==> src/rtl/mos6502s_pkg.sv <==
// rtl/mos6502s_pkg.sv - shared states, source codes, vectors and P-image helpers for interrupt entry
package mos6502s_pkg;

   typedef enum logic [3:0] {
      ST_IDLE,
      ST_RST0,
      ST_RST1,
      ST_RST2,
      ST_PUSH_PCH,
      ST_PUSH_PCL,
      ST_PUSH_P,
      ST_VEC_LO,
      ST_VEC_HI
   } seq_state_t;

   localparam logic [1:0]  SRC_RESET = 2'd0;
   localparam logic [1:0]  SRC_NMI   = 2'd1;
   localparam logic [1:0]  SRC_IRQ   = 2'd2;
   localparam logic [1:0]  SRC_BRK   = 2'd3;

   localparam logic [15:0] VEC_NMI   = 16'hFFFA;
   localparam logic [15:0] VEC_RESET = 16'hFFFC;
   localparam logic [15:0] VEC_IRQ   = 16'hFFFE;

   localparam int P_B = 4;
   localparam int P_X = 5;

   // A pending NMI steals the vector fetch from BRK/IRQ (hijack)
   function automatic logic [15:0] select_vector(input logic [1:0] src, input logic nmi_pending);
      if (src == SRC_RESET)
         return VEC_RESET;
      else if (src == SRC_NMI || nmi_pending)
         return VEC_NMI;
      else
         return VEC_IRQ;
   endfunction

   function automatic logic [7:0] stacked_p(input logic [7:0] p, input logic is_brk);
      logic [7:0] v;
      v      = p;
      v[P_X] = 1'b1;
      v[P_B] = is_brk;
      return v;
   endfunction

endpackage

==> src/rtl/mos6502s_nmi_edge_detect.sv <==
// rtl/mos6502s_nmi_edge_detect.sv - NMI falling-edge detector with set-priority pending latch
module mos6502s_nmi_edge_detect (
   input  logic clk,
   input  logic rst,
   input  logic i_nmi_n,
   input  logic i_clr,
   output logic o_pending
);

   logic r_nmi_n_q;
   logic r_pending;
   logic w_fall;

   assign w_fall    = r_nmi_n_q & ~i_nmi_n;
   assign o_pending = r_pending;

   // A new edge in the same cycle as the clear is a second NMI and must survive
   always_ff @(posedge clk or posedge rst) begin
      if (rst) begin
         r_nmi_n_q <= 1'b1;
         r_pending <= 1'b0;
      end else begin
         r_nmi_n_q <= i_nmi_n;
         if (w_fall)
            r_pending <= 1'b1;
         else if (i_clr)
            r_pending <= 1'b0;
      end
   end

endmodule

==> src/rtl/mos6502s_interrupt_sequencer.sv <==
// rtl/mos6502s_interrupt_sequencer.sv - 6502 reset/NMI/BRK/IRQ entry sequencer: stack pushes, vector fetch, PC load
module mos6502s_interrupt_sequencer
   import mos6502s_pkg::*;
#(
   parameter bit         CLEAR_D_ON_INT = 1'b0,
   parameter logic [7:0] STACK_PAGE     = 8'h01
) (
   input  logic        clk,
   input  logic        rst,
   input  logic        instr_boundary,
   input  logic        brk_req,
   input  logic        irq_n,
   input  logic        nmi_n,
   input  logic        i_flag,
   input  logic [7:0]  p_in,
   input  logic [15:0] pc_in,
   input  logic [7:0]  sp_in,
   input  logic        ready,
   input  logic [7:0]  data_in,
   output logic        busy,
   output logic [15:0] addr,
   output logic [7:0]  data_out,
   output logic        we,
   output logic        sp_dec,
   output logic        pc_load,
   output logic [15:0] pc_out,
   output logic        load_i,
   output logic        i_in,
   output logic        load_d,
   output logic        d_in,
   output logic [1:0]  src,
   output logic        done
);

   seq_state_t  r_state, w_state_nxt;
   logic [1:0]  r_src, w_src_nxt;
   logic [7:0]  r_vec_lo, w_vec_lo_nxt;
   logic [15:0] r_vec, w_vec_nxt;
   logic [15:0] w_vec_sel;
   logic [15:0] w_stack_addr;
   logic        w_nmi_pending;
   logic        w_nmi_clr;
   logic        w_enter_vec;

   mos6502s_nmi_edge_detect u_nmi (
      .clk       (clk),
      .rst       (rst),
      .i_nmi_n   (nmi_n),
      .i_clr     (w_nmi_clr),
      .o_pending (w_nmi_pending)
   );

   assign w_stack_addr = {STACK_PAGE, sp_in};
   assign w_vec_sel    = select_vector(r_src, w_nmi_pending);
   assign busy         = (r_state != ST_IDLE) | rst;
   assign pc_out       = {data_in, r_vec_lo};
   assign src          = r_src;
   assign i_in         = 1'b1;
   assign d_in         = 1'b0;

   always_ff @(posedge clk or posedge rst) begin
      if (rst) begin
         r_state  <= ST_RST0;
         r_src    <= SRC_RESET;
         r_vec_lo <= 8'h00;
         r_vec    <= VEC_RESET;
      end else begin
         r_state  <= w_state_nxt;
         r_src    <= w_src_nxt;
         r_vec_lo <= w_vec_lo_nxt;
         r_vec    <= w_vec_nxt;
      end
   end

   always_comb begin
      w_state_nxt  = r_state;
      w_src_nxt    = r_src;
      w_vec_lo_nxt = r_vec_lo;
      w_vec_nxt    = r_vec;
      w_enter_vec  = 1'b0;
      w_nmi_clr    = 1'b0;
      addr         = 16'h0000;
      data_out     = 8'h00;
      we           = 1'b0;
      sp_dec       = 1'b0;
      pc_load      = 1'b0;
      load_i       = 1'b0;
      load_d       = 1'b0;
      done         = 1'b0;

      case (r_state)
         ST_IDLE: begin
            if (ready && instr_boundary) begin
               if (w_nmi_pending) begin
                  w_src_nxt   = SRC_NMI;
                  w_state_nxt = ST_PUSH_PCH;
               end else if (brk_req) begin
                  w_src_nxt   = SRC_BRK;
                  w_state_nxt = ST_PUSH_PCH;
               end else if (!irq_n && !i_flag) begin
                  w_src_nxt   = SRC_IRQ;
                  w_state_nxt = ST_PUSH_PCH;
               end
            end
         end
         ST_RST0: begin
            addr   = w_stack_addr;
            sp_dec = ready;
            if (ready) w_state_nxt = ST_RST1;
         end
         ST_RST1: begin
            addr   = w_stack_addr;
            sp_dec = ready;
            if (ready) w_state_nxt = ST_RST2;
         end
         ST_RST2: begin
            addr   = w_stack_addr;
            sp_dec = ready;
            if (ready) begin
               w_state_nxt = ST_VEC_LO;
               w_enter_vec = 1'b1;
            end
         end
         ST_PUSH_PCH: begin
            addr     = w_stack_addr;
            data_out = pc_in[15:8];
            we       = ready;
            sp_dec   = ready;
            if (ready) w_state_nxt = ST_PUSH_PCL;
         end
         ST_PUSH_PCL: begin
            addr     = w_stack_addr;
            data_out = pc_in[7:0];
            we       = ready;
            sp_dec   = ready;
            if (ready) w_state_nxt = ST_PUSH_P;
         end
         ST_PUSH_P: begin
            addr     = w_stack_addr;
            data_out = stacked_p(p_in, r_src == SRC_BRK);
            we       = ready;
            sp_dec   = ready;
            if (ready) begin
               w_state_nxt = ST_VEC_LO;
               w_enter_vec = 1'b1;
            end
         end
         ST_VEC_LO: begin
            addr = r_vec;
            if (ready) begin
               w_vec_lo_nxt = data_in;
               w_state_nxt  = ST_VEC_HI;
            end
         end
         ST_VEC_HI: begin
            addr    = r_vec + 16'd1;
            pc_load = ready;
            load_i  = ready;
            load_d  = ready & CLEAR_D_ON_INT;
            done    = ready;
            if (ready) w_state_nxt = ST_IDLE;
         end
         default: w_state_nxt = ST_IDLE;
      endcase

      // Vector is frozen on the edge into VEC_LO so both fetch bytes agree
      if (w_enter_vec) begin
         w_vec_nxt = w_vec_sel;
         if (w_vec_sel == VEC_NMI) begin
            w_src_nxt = SRC_NMI;
            w_nmi_clr = 1'b1;
         end
      end

      if (rst) begin
         we        = 1'b0;
         sp_dec    = 1'b0;
         pc_load   = 1'b0;
         load_i    = 1'b0;
         load_d    = 1'b0;
         done      = 1'b0;
         w_nmi_clr = 1'b0;
      end
   end

endmodule

==> config.mk <==
export PLATFORM = sky130hd
export DESIGN_NAME = mos6502s_interrupt_sequencer
export DESIGN_NICKNAME = d
export VERILOG_FILES = /design/src/rtl/mos6502s_pkg.sv /design/src/rtl/mos6502s_nmi_edge_detect.sv /design/src/rtl/mos6502s_interrupt_sequencer.sv
export SDC_FILE = /design/constraint.sdc
export NUM_CORES = 1
export LEC_CHECK = 0
export ABC_CLOCK_PERIOD_IN_PS = 2900
export CAP_MARGIN = 20
export CORE_ASPECT_RATIO = 0.8
export CORE_UTILIZATION = 37
export DETAILED_ROUTE_END_ITERATION = 6
export PLACE_DENSITY = 0.85
export REMOVE_ABC_BUFFERS = 1
export SYNTH_ARGS = -nofsm -noshare
export SYNTH_HDL_FRONTEND = slang
export SYNTH_SLANG_ARGS = --single-unit
==> constraint.sdc <==
create_clock -name clk -period 2.9 [get_ports clk]
set_input_delay 0.58 -clock clk [delete_from_list [all_inputs] [get_ports clk]]
set_output_delay 0.58 -clock clk [all_outputs]
set_load 0.02 [all_outputs]
# After elaboration in Yosys (flattened, before gate mapping)
# Cells that the tools add are included.
word_totals:
  ff_bits: 32
  word_cells: 80
op_classes:
  n_addsub: 1
  n_eq_ne: 20
  n_mux: 36
  bitwise_logic: 3
  n_reduce_logical: 14
op_table:
  columns: ["op", "count"]
  rows:
  - ["$pmux W16 S3", 1]
  - ["$mux W4", 11]
  - ["$pmux W4 S8", 1]
  - ["$pmux W8 S3", 1]
  - ["$add A16 B1 Y16 const B", 1]
  - ["$eq A16 B16 Y1 const B", 1]
  - ["$eq A4 B3 Y1 const B", 4]
  - ["$mux W16", 1]
  - ["$mux W2", 7]
  - ["$ne A2 B2 Y1 const B", 7]
  - ["$mux W1", 13]
  - ["$reduce_and A9 Y1", 1]
  - ["$eq A4 B2 Y1 const B", 2]
  - ["$reduce_or A6 Y1", 1]
  - ["$eq A4 B1 Y1 const B", 1]
  - ["$eq A4 B4 Y1 const B", 1]
  - ["$logic_not A4 Y1", 1]
  - ["$ne A4 B3 Y1 const B", 1]
  - ["$reduce_bool A4 Y1", 1]
  - ["$mux W3", 1]
  - ["$reduce_or A3 Y1", 1]
  - ["$eq A2 B1 Y1 const B", 1]
  - ["$eq A2 B2 Y1 const B", 1]
  - ["$logic_and A1 B1 Y1", 2]
  - ["other kinds (10)", 11]

# Depth between registers and ports, before layout
# Gate-level depths: netlist of the first run.
depth:
  depth_word: 10
  mapped_depth: 5
  mapped_depth_nobuf: 3

# Modules after synthesis
# Synthesis of the first run repeated with hierarchy kept, for this count alone.
unflattened:
  cells_unflattened: 158
  area_unflattened_um2: 1450.1
modules_own_cells:
  columns: ["mod", "instances", "cells_each", "area_each_um2", "seq_area_each_um2"]
  rows:
  - ["mos6502s_interrupt_sequencer", 1, 152, 1375.1, 402.9]
  - ["mos6502s_nmi_edge_detect", 1, 6, 75.1, 51.3]

# Least setup slack after synthesis of the first run
# OpenSTA, ideal clock, no wires.
synth_path:
  kind: "input to output"
  startpoint: "input port rst"
  endpoint: "output port load_i"
  t_arrival_ps: 1704
  setup_slack_ps: 616
  stages: 4
  path_buffers: 1
  path_cell_list: "inv_1 > nand2_1 > nor2_1 > buf_4"
synth_via:
  elab_chain_len: 1
synth_rtl:
  columns: ["item", "line", "rtl"]
  rows:
  - ["from (decl)", "mos6502s_interrupt_sequencer.sv:9", "input logic rst,"]
  - ["$mux W1", null, null]
  - ["to (decl)", "mos6502s_interrupt_sequencer.sv:27", "output logic load_i,"]
# No other way between the ends.

# Final worst setup path of the first run
layout_path:
  startpoint: "register r_state[0]"
  endpoint: "output port addr[2]"
layout_via:
  elab_chain_len: 3
  elab_cells_between_ends: 10
layout_rtl:
  columns: ["item", "line", "rtl"]
  rows:
  - ["from (decl)", "mos6502s_interrupt_sequencer.sv:35", "seq_state_t r_state, w_state_nxt;"]
  - ["from (signal assigned)", "mos6502s_interrupt_sequencer.sv:68", "r_state <= w_state_nxt;"]
  - ["$eq A4 B3 Y1 (tied with other cells)", "mos6502s_interrupt_sequencer.sv:91", "case (r_state)"]
  - ["$reduce_or A6 Y1 (no source line)", null, null]
  - ["$pmux W16 S3 (*)", "mos6502s_interrupt_sequencer.sv:91", null]
  - ["to (decl)", "mos6502s_interrupt_sequencer.sv:21", "output logic [15:0] addr,"]
# Every way passes the cells marked *; elsewhere a longest branch is shown, timed or not.

==> results of run 1 <==
-- final timing paths --
check	to	slack, ns	cells after the start
worst max-delay path	addr[2]	0.07	4
worst min-delay path	u_nmi.o_pending$_DFFE_PP0P_	0.50	2
worst max register to register	r_vec_lo[3]$_DFFE_PP0P_	1.14	5
worst min register to register	u_nmi.o_pending$_DFFE_PP0P_	0.50	2
max in group asynchronous	r_vec[2]$_DFFE_PP1N_	1.83	3
min in group asynchronous	r_state[2]$_DFFE_PP0P_	0.82	3
-- flip-flops by register name, summed over array words and instances, names as in the netlist --
signal	cells
r_state	4
r_vec	2
r_vec_lo	8
src	2
u_nmi.o_pending	1
u_nmi.r_nmi_n_q	1
-- report_power, final --
part	switching (uW)	total (uW)	internal, uW	leakage (uW)
clock	79.9	200	120	0.0000288
combinational	796	1620	823	0.000699
sequential	133	507	374	0.000208
total	1010	2330	1320	0.000935
-- through the flow --
stage	hold slack, ns	setup TNS, ns	power (uW)
5_1_grt	0.527	-0.0169	2470
3_3_place_gp	0.479	0	2100
4_1_cts	0.503	0	2330
3_5_place_dp	0.492	0	2120
6_report	0.502	0	2330
2_1_floorplan	0.471	0	1370
-- layer usage --
layer	wire, um	track usage, %	vias up	part of all wire, %
met4	60	6.16	0	1.6
met2	1900	30.3	49	50
met1	1640	23.2	668	43
li1	-	-	698	-
met5	0	0	-	0
met3	212	4.17	6	5.6
-- worst min-delay path, cell delays in order (launching register included) --
cell     delay [ns]
dfstp_2        0.36
inv_1          0.04
o21ai_1        0.06
-- placed cells by master (no fill, tap or decap), types with 2 or more instances in the layout --
cell,netlist,final
nor2_1,7,7
nor2b_1,2,2
o21ai_0,3,3
o21a_1,5,5
or2_2,4,4
conb_1,2,3
xnor2_2,1,2
nand2b_1,4,4
dfrtp_1,15,15
a21oi_1,9,9
o31ai_1,2,2
buf_4,21,10
mux2i_1,7,7
or2_0,2,2
or3_1,3,3
nor3_1,3,3
nand2_1,12,12
nand3_1,5,5
o211ai_1,2,2
or3b_1,2,2
o22ai_1,2,2
inv_1,6,6
clkbuf_8,0,4
mux2_2,8,8
dfstp_2,3,3
clkdlybuf4s50_1,0,93
-- cells by family after synthesis --
logic type      share of synthesized area [%]
simple gates                             22.5
other cells                             0.517
mux                                      11.8
xor+xnor                                 2.32
compound gates                           16.2
flops                                    31.2
buf+inv                                  15.5
-- final cells by class --
type,instances,area (um^2)
Inverter,6,22.5
Clock buffer,4,55.1
Timing Repair Buffer,103,1010
Fill cell,272,1200
Multi-Input combinational cell,109,786
Sequential cell,18,454
Tap cell,52,65.1
==> results.txt, run 1 <==
Outcome: completed
Setup Viol. Count Final: 0
Placement row count: 19
VDD IR max: 0.000519 V
Layout cells sized above 1: 16.3%
DIE HEIGHT: 58.1 um
Drt via density: 4.87
Worst Path Required: 2.32 ns
First-pass detailed-route iteration total: 4
# diodes: 0
1st-iter DRT viols: 37
Largest net degree at the start of global routing: 19
Startpoint type of the worst setup path: flop
Pleak: 0.000935 uW
Placer Congestion: 0.795
CP endpoint kind: primary output
Reg clk slew, reported paths: 0.07 ns
Count leader, synth: buf_4
Synthesis warning total: 0
CTS root buffer: clkbuf_8
Vias in the first global route: 1264
GRT Overall Usage: 18.1%
CTS Sinks: 18
Buf+Inv Stages, Crit Path: 1
Cell Pwr Density: 974 nW/um^2
Placed Instances: 288
Reg2reg start: r_state[3]$_DFFE_PP0P_
Top_reg_cell synth: dfrtp_1
Grt ovf: 0
Post-synth EDFFs: 0
Post-Syn Area: 1450 um^2
Post-CTS setup buffer count: 0
Final wirelength: 3810 um
Clk Latency, worst-skew pair: 0.25 ns
Fin. max-slew vios: 0
Total die area: 4190 um^2
Count of cell types in the netlist: 50
I/O pins: 99
Worst Setup SP: r_state[0]$_DFFE_PP1P_
Number of buffers created by CTS: 3
Worst path max stage delay: 0.70 ns
Place WS: 0.202 ns
Syn Inst Count: 160
Final worst slack: 0.0693 ns
Final min period: 2.83 ns
#FFs+latches synth: 18
Cell Chain, Critical Path: nand3_4 -> or3b_1 -> o211ai_1 -> clkdlybuf4s50_1
Post-synth top area cell: dfrtp_1
Post-synth top cells: buf_4 (21), dfrtp_1 (15), nand2_1 (12), a21oi_1 (9), mux2_2 (8)
Crit path DAT: 2.25 ns
Critical path's top delay family: flip-flops
Kind of critical path: flop to primary output
Post-synthesis sequential area ratio: 31.2%
DRC: 0
# port buffers: 93
Non-filler instance count after layout: 292
Detailed placement HPWL: 3080 um
Final hold vios: 0
Syn Area/Cell: 9.09 um^2
Die X: 72.1 um
Slowest cell on the critical path: dfstp_2
RSZ-0062 raised after global routing: true
Post-CTS Hold Fix Bufs: 0
Max-cap violations: 0
Min-delay src: u_nmi.r_nmi_n_q$_DFF_PP1_
Worst hold path class: flop to flop
Post-synth top area share: 25.8%
Final core utilization: 66.5%
Syn-to-layout area delta: 64.3%
Fin nets: 289
CTS tree: yes
Final Cycle Share: 97.6%
Max clock buf depth: 2
H-Tree Depth: 1
Peak fanout along the critical path: 16
Post-detailed-placement cell area: 2330 um^2
Vias post-DR: 1421
Core area: 3590 um^2
Clk_skew: 0.00241 ns
Initial Util: 40.5%
Asr flop ratio synth: 100%
Achievable frequency: 0.353 GHz
Post-route cell area: 2390 um^2
First-pass GRT wire length: 5930 um
WL/cell: 13.1 um
Routed Antenna Nets: 0
Post-CTS Resized: 0
Initial antenna violation count: 0
Largest cells by area after synthesis: dfrtp_1 (26%), buf_4 (11%), mux2_2 (6.2%)
Note: power is estimated with default switching activity, not from simulation.
==> inputs of run 2 (changes only) <==
- ABC_AREA: unset -> 1
- PLACE_DENSITY: 0.85 -> 0.86
==> results.txt, run 2 <==
Most frequent cells in the layout: clkdlybuf4s50_1 (93), nand2_1 (73), nand3_1 (25)
Routed Antenna Nets: 0
CTS tree: yes
Min-delay src: r_vec_lo[2]$_DFFE_PP0P_
Fin. max-slew vios: 0
VDD IR max: 0.000550 V
Outcome: finished, violations left
Core area: 3540 um^2
Max-cap violations: 0
Worst Path Required: 2.32 ns
Final Cycle Share: 95.0%
Reg2Reg Depth: 8
Startpoint type of the worst setup path: flop
Initial antenna violation count: 0
Post-CTS Hold Fix Bufs: 0
1st-iter DRT viols: 52
Placer Congestion: 0.868
Largest net degree at the start of global routing: 17
Vias in the first global route: 1443
Crit path DAT: 2.17 ns
First-pass detailed-route iteration total: 6
CTS Sinks: 18
Final min period: 2.75 ns
Die X: 71.0 um
Regs by FF count: r_vec_lo: 8 flops, r_state: 4 flops
Peak fanout along the critical path: 8
Post-synth top area cell: dfrtp_1
Failing checks: design-rule violations
Largest Register: r_vec_lo
Number of buffers created by CTS: 3
Post-synthesis sequential area ratio: 32.2%
Largest cells by area after synthesis: dfrtp_1 (27%), nand2_1 (19%), buf_4 (10%)
Detailed placement HPWL: 3300 um
I/O pins: 99
RSZ-0062 raised after global routing: false
Pleak: 0.00113 uW
Setup Total Neg Slack: 0 ns
Clk Latency, worst-skew pair: 0.25 ns
Count leader, synth: nand2_1
Final wirelength: 4130 um
Grt ovf: 0
Total die area: 4060 um^2
Worst hold path class: flop to flop
Post-synth top cells: nand2_1 (73), nand3_1 (25), inv_1 (21), buf_4 (19), dfrtp_1 (15)
Max clock buf depth: 2
Kind of critical path: flop to primary output
Hold path cells: 2
DIE HEIGHT: 57.2 um
DRC: 4
Post-synth EDFFs: 0
First-pass GRT wire length: 6840 um
Initial Util: 39.8%
Final hold vios: 0
Post-synth top area share: 26.6%
# diodes: 0
Achievable frequency: 0.363 GHz
# port buffers: 93
Vias post-DR: 1551
Drt via density: 4.69
Setup Viol. Count Final: 0
Asr flop ratio synth: 100%
Reg2reg start: r_state[1]$_DFFE_PP0P_
CP endpoint kind: primary output
Cell Pwr Density: 956 nW/um^2
GRT Overall Usage: 20.8%
Largest register FFs: 8
CTS root buffer: clkbuf_8
Post-Syn Area: 1410 um^2
Synthesis warning total: 0
Reg clk slew, reported paths: 0.07 ns
Fin nets: 338
Placement row count: 19
Top_reg_cell synth: dfrtp_1
#FFs+latches synth: 18
Tot Pwr: 2240 uW
WL/cell: 12.5 um
Count of cell types in the netlist: 24
Clk_skew: 0.00732 ns
Commonest non-fill, non-tap cell in the layout: clkdlybuf4s50_1
H-Tree Depth: 1
Syn-to-layout area delta: 66.4%
Hold_ws: 0.477 ns
Worst Setup SP: r_state[3]$_DFFE_PP0P_
Syn Area/Cell: 6.81 um^2
Syn Inst Count: 207
Layout cells sized above 1: 12.1%
[run 2: cell count changes in the layout (fill, tap and decap cells not counted), sizes merged, moves of 5 or more]
cell / previous run / this run
o21ai: 5 / 12
or2: 6 / 0
buf: 10 / 5
nor2: 8 / 14
o21a: 5 / 0
a21oi: 9 / 1
inv: 6 / 24
nand2: 12 / 84
nand3: 6 / 27
mux2i: 7 / 0
mux2: 9 / 0
[run 2: area by class of cell]
cell class / count / area [um^2]
tap: 42 / 52.6
multi-input combinational: 145 / 726
timing repair buffer: 98 / 968
clock buffer: 4 / 55.1
sequential: 18 / 454
inverter: 24 / 90.1
fill: 302 / 1200
[run 2: routing by layer]
| layer | share of wire [%] | vias up | track usage, % |
|---|---|---|---|
| li1 | - | 792 | - |
| met1 | 43 | 706 | 26.9 |
| met2 | 50 | 43 | 35.4 |
| met3 | 4.5 | 10 | 4.77 |
| met4 | 1.7 | 0 | 5.43 |
| met5 | 0 | - | 0 |
[run 2: power breakdown]
part	internal (uW)	switching (uW)	leakage [uW]	total, uW
combinational	669	892	0.000885	1560
clock	121	85.7	0.0000288	206
sequential	369	105	0.000214	475
[run 2: worst paths after layout]
| check | end | slack, ns |
|---|---|---|
| max | data_out[5] | 0.15 |
| min | r_vec_lo[2]$_DFFE_PP0P_ | 0.48 |
| max reg2reg | r_state[1]$_DFFE_PP0P_ | 1.48 |
| min reg2reg | r_vec_lo[2]$_DFFE_PP0P_ | 0.48 |
| max in group asynchronous | r_vec[2]$_DFFE_PP1N_ | 2.00 |
| min in group asynchronous | r_vec_lo[1]$_DFFE_PP0P_ | 0.66 |
[run 2: logic make-up after synthesis]
| kind of cell | Yosys count | share of synthesized area [%] |
|---|---|---|
| buffers and inverters | 45 | 17.1 |
| and+or+nand+nor | 128 | 44.8 |
| AOI/OAI and AO/OA | 14 | 5.32 |
| DFF | 18 | 32.2 |
| other | 2 | 0.533 |
[run 2: through the flow]
step	setup slack, ns	instance area (um^2)	instances	utilization, %
after floorplan	0.0512	1260	187	-
after global placement	0.286	2280	327	64.5
after detailed placement	0.280	2280	327	64.5
after CTS	0.0884	2340	331	66.0
after global routing	0.0163	2350	331	66.2
final	0.146	2350	331	66.2
[run 2: repair_timing]
action / CTS / global route
endpoints found under the setup margin: 0 / 2
resized for setup: 0 / 1
buffers inserted: 0 / 0
[run 2: critical path: stages, from the launching register on]
cell and delay [ns]:
dfrtp_1 0.45, inv_2 0.15, nand2_4 0.11, inv_1 0.12
nand2_1 0.10, inv_1 0.22, nand2_1 0.08, nand3_1 0.08
clkdlybuf4s50_1 0.61
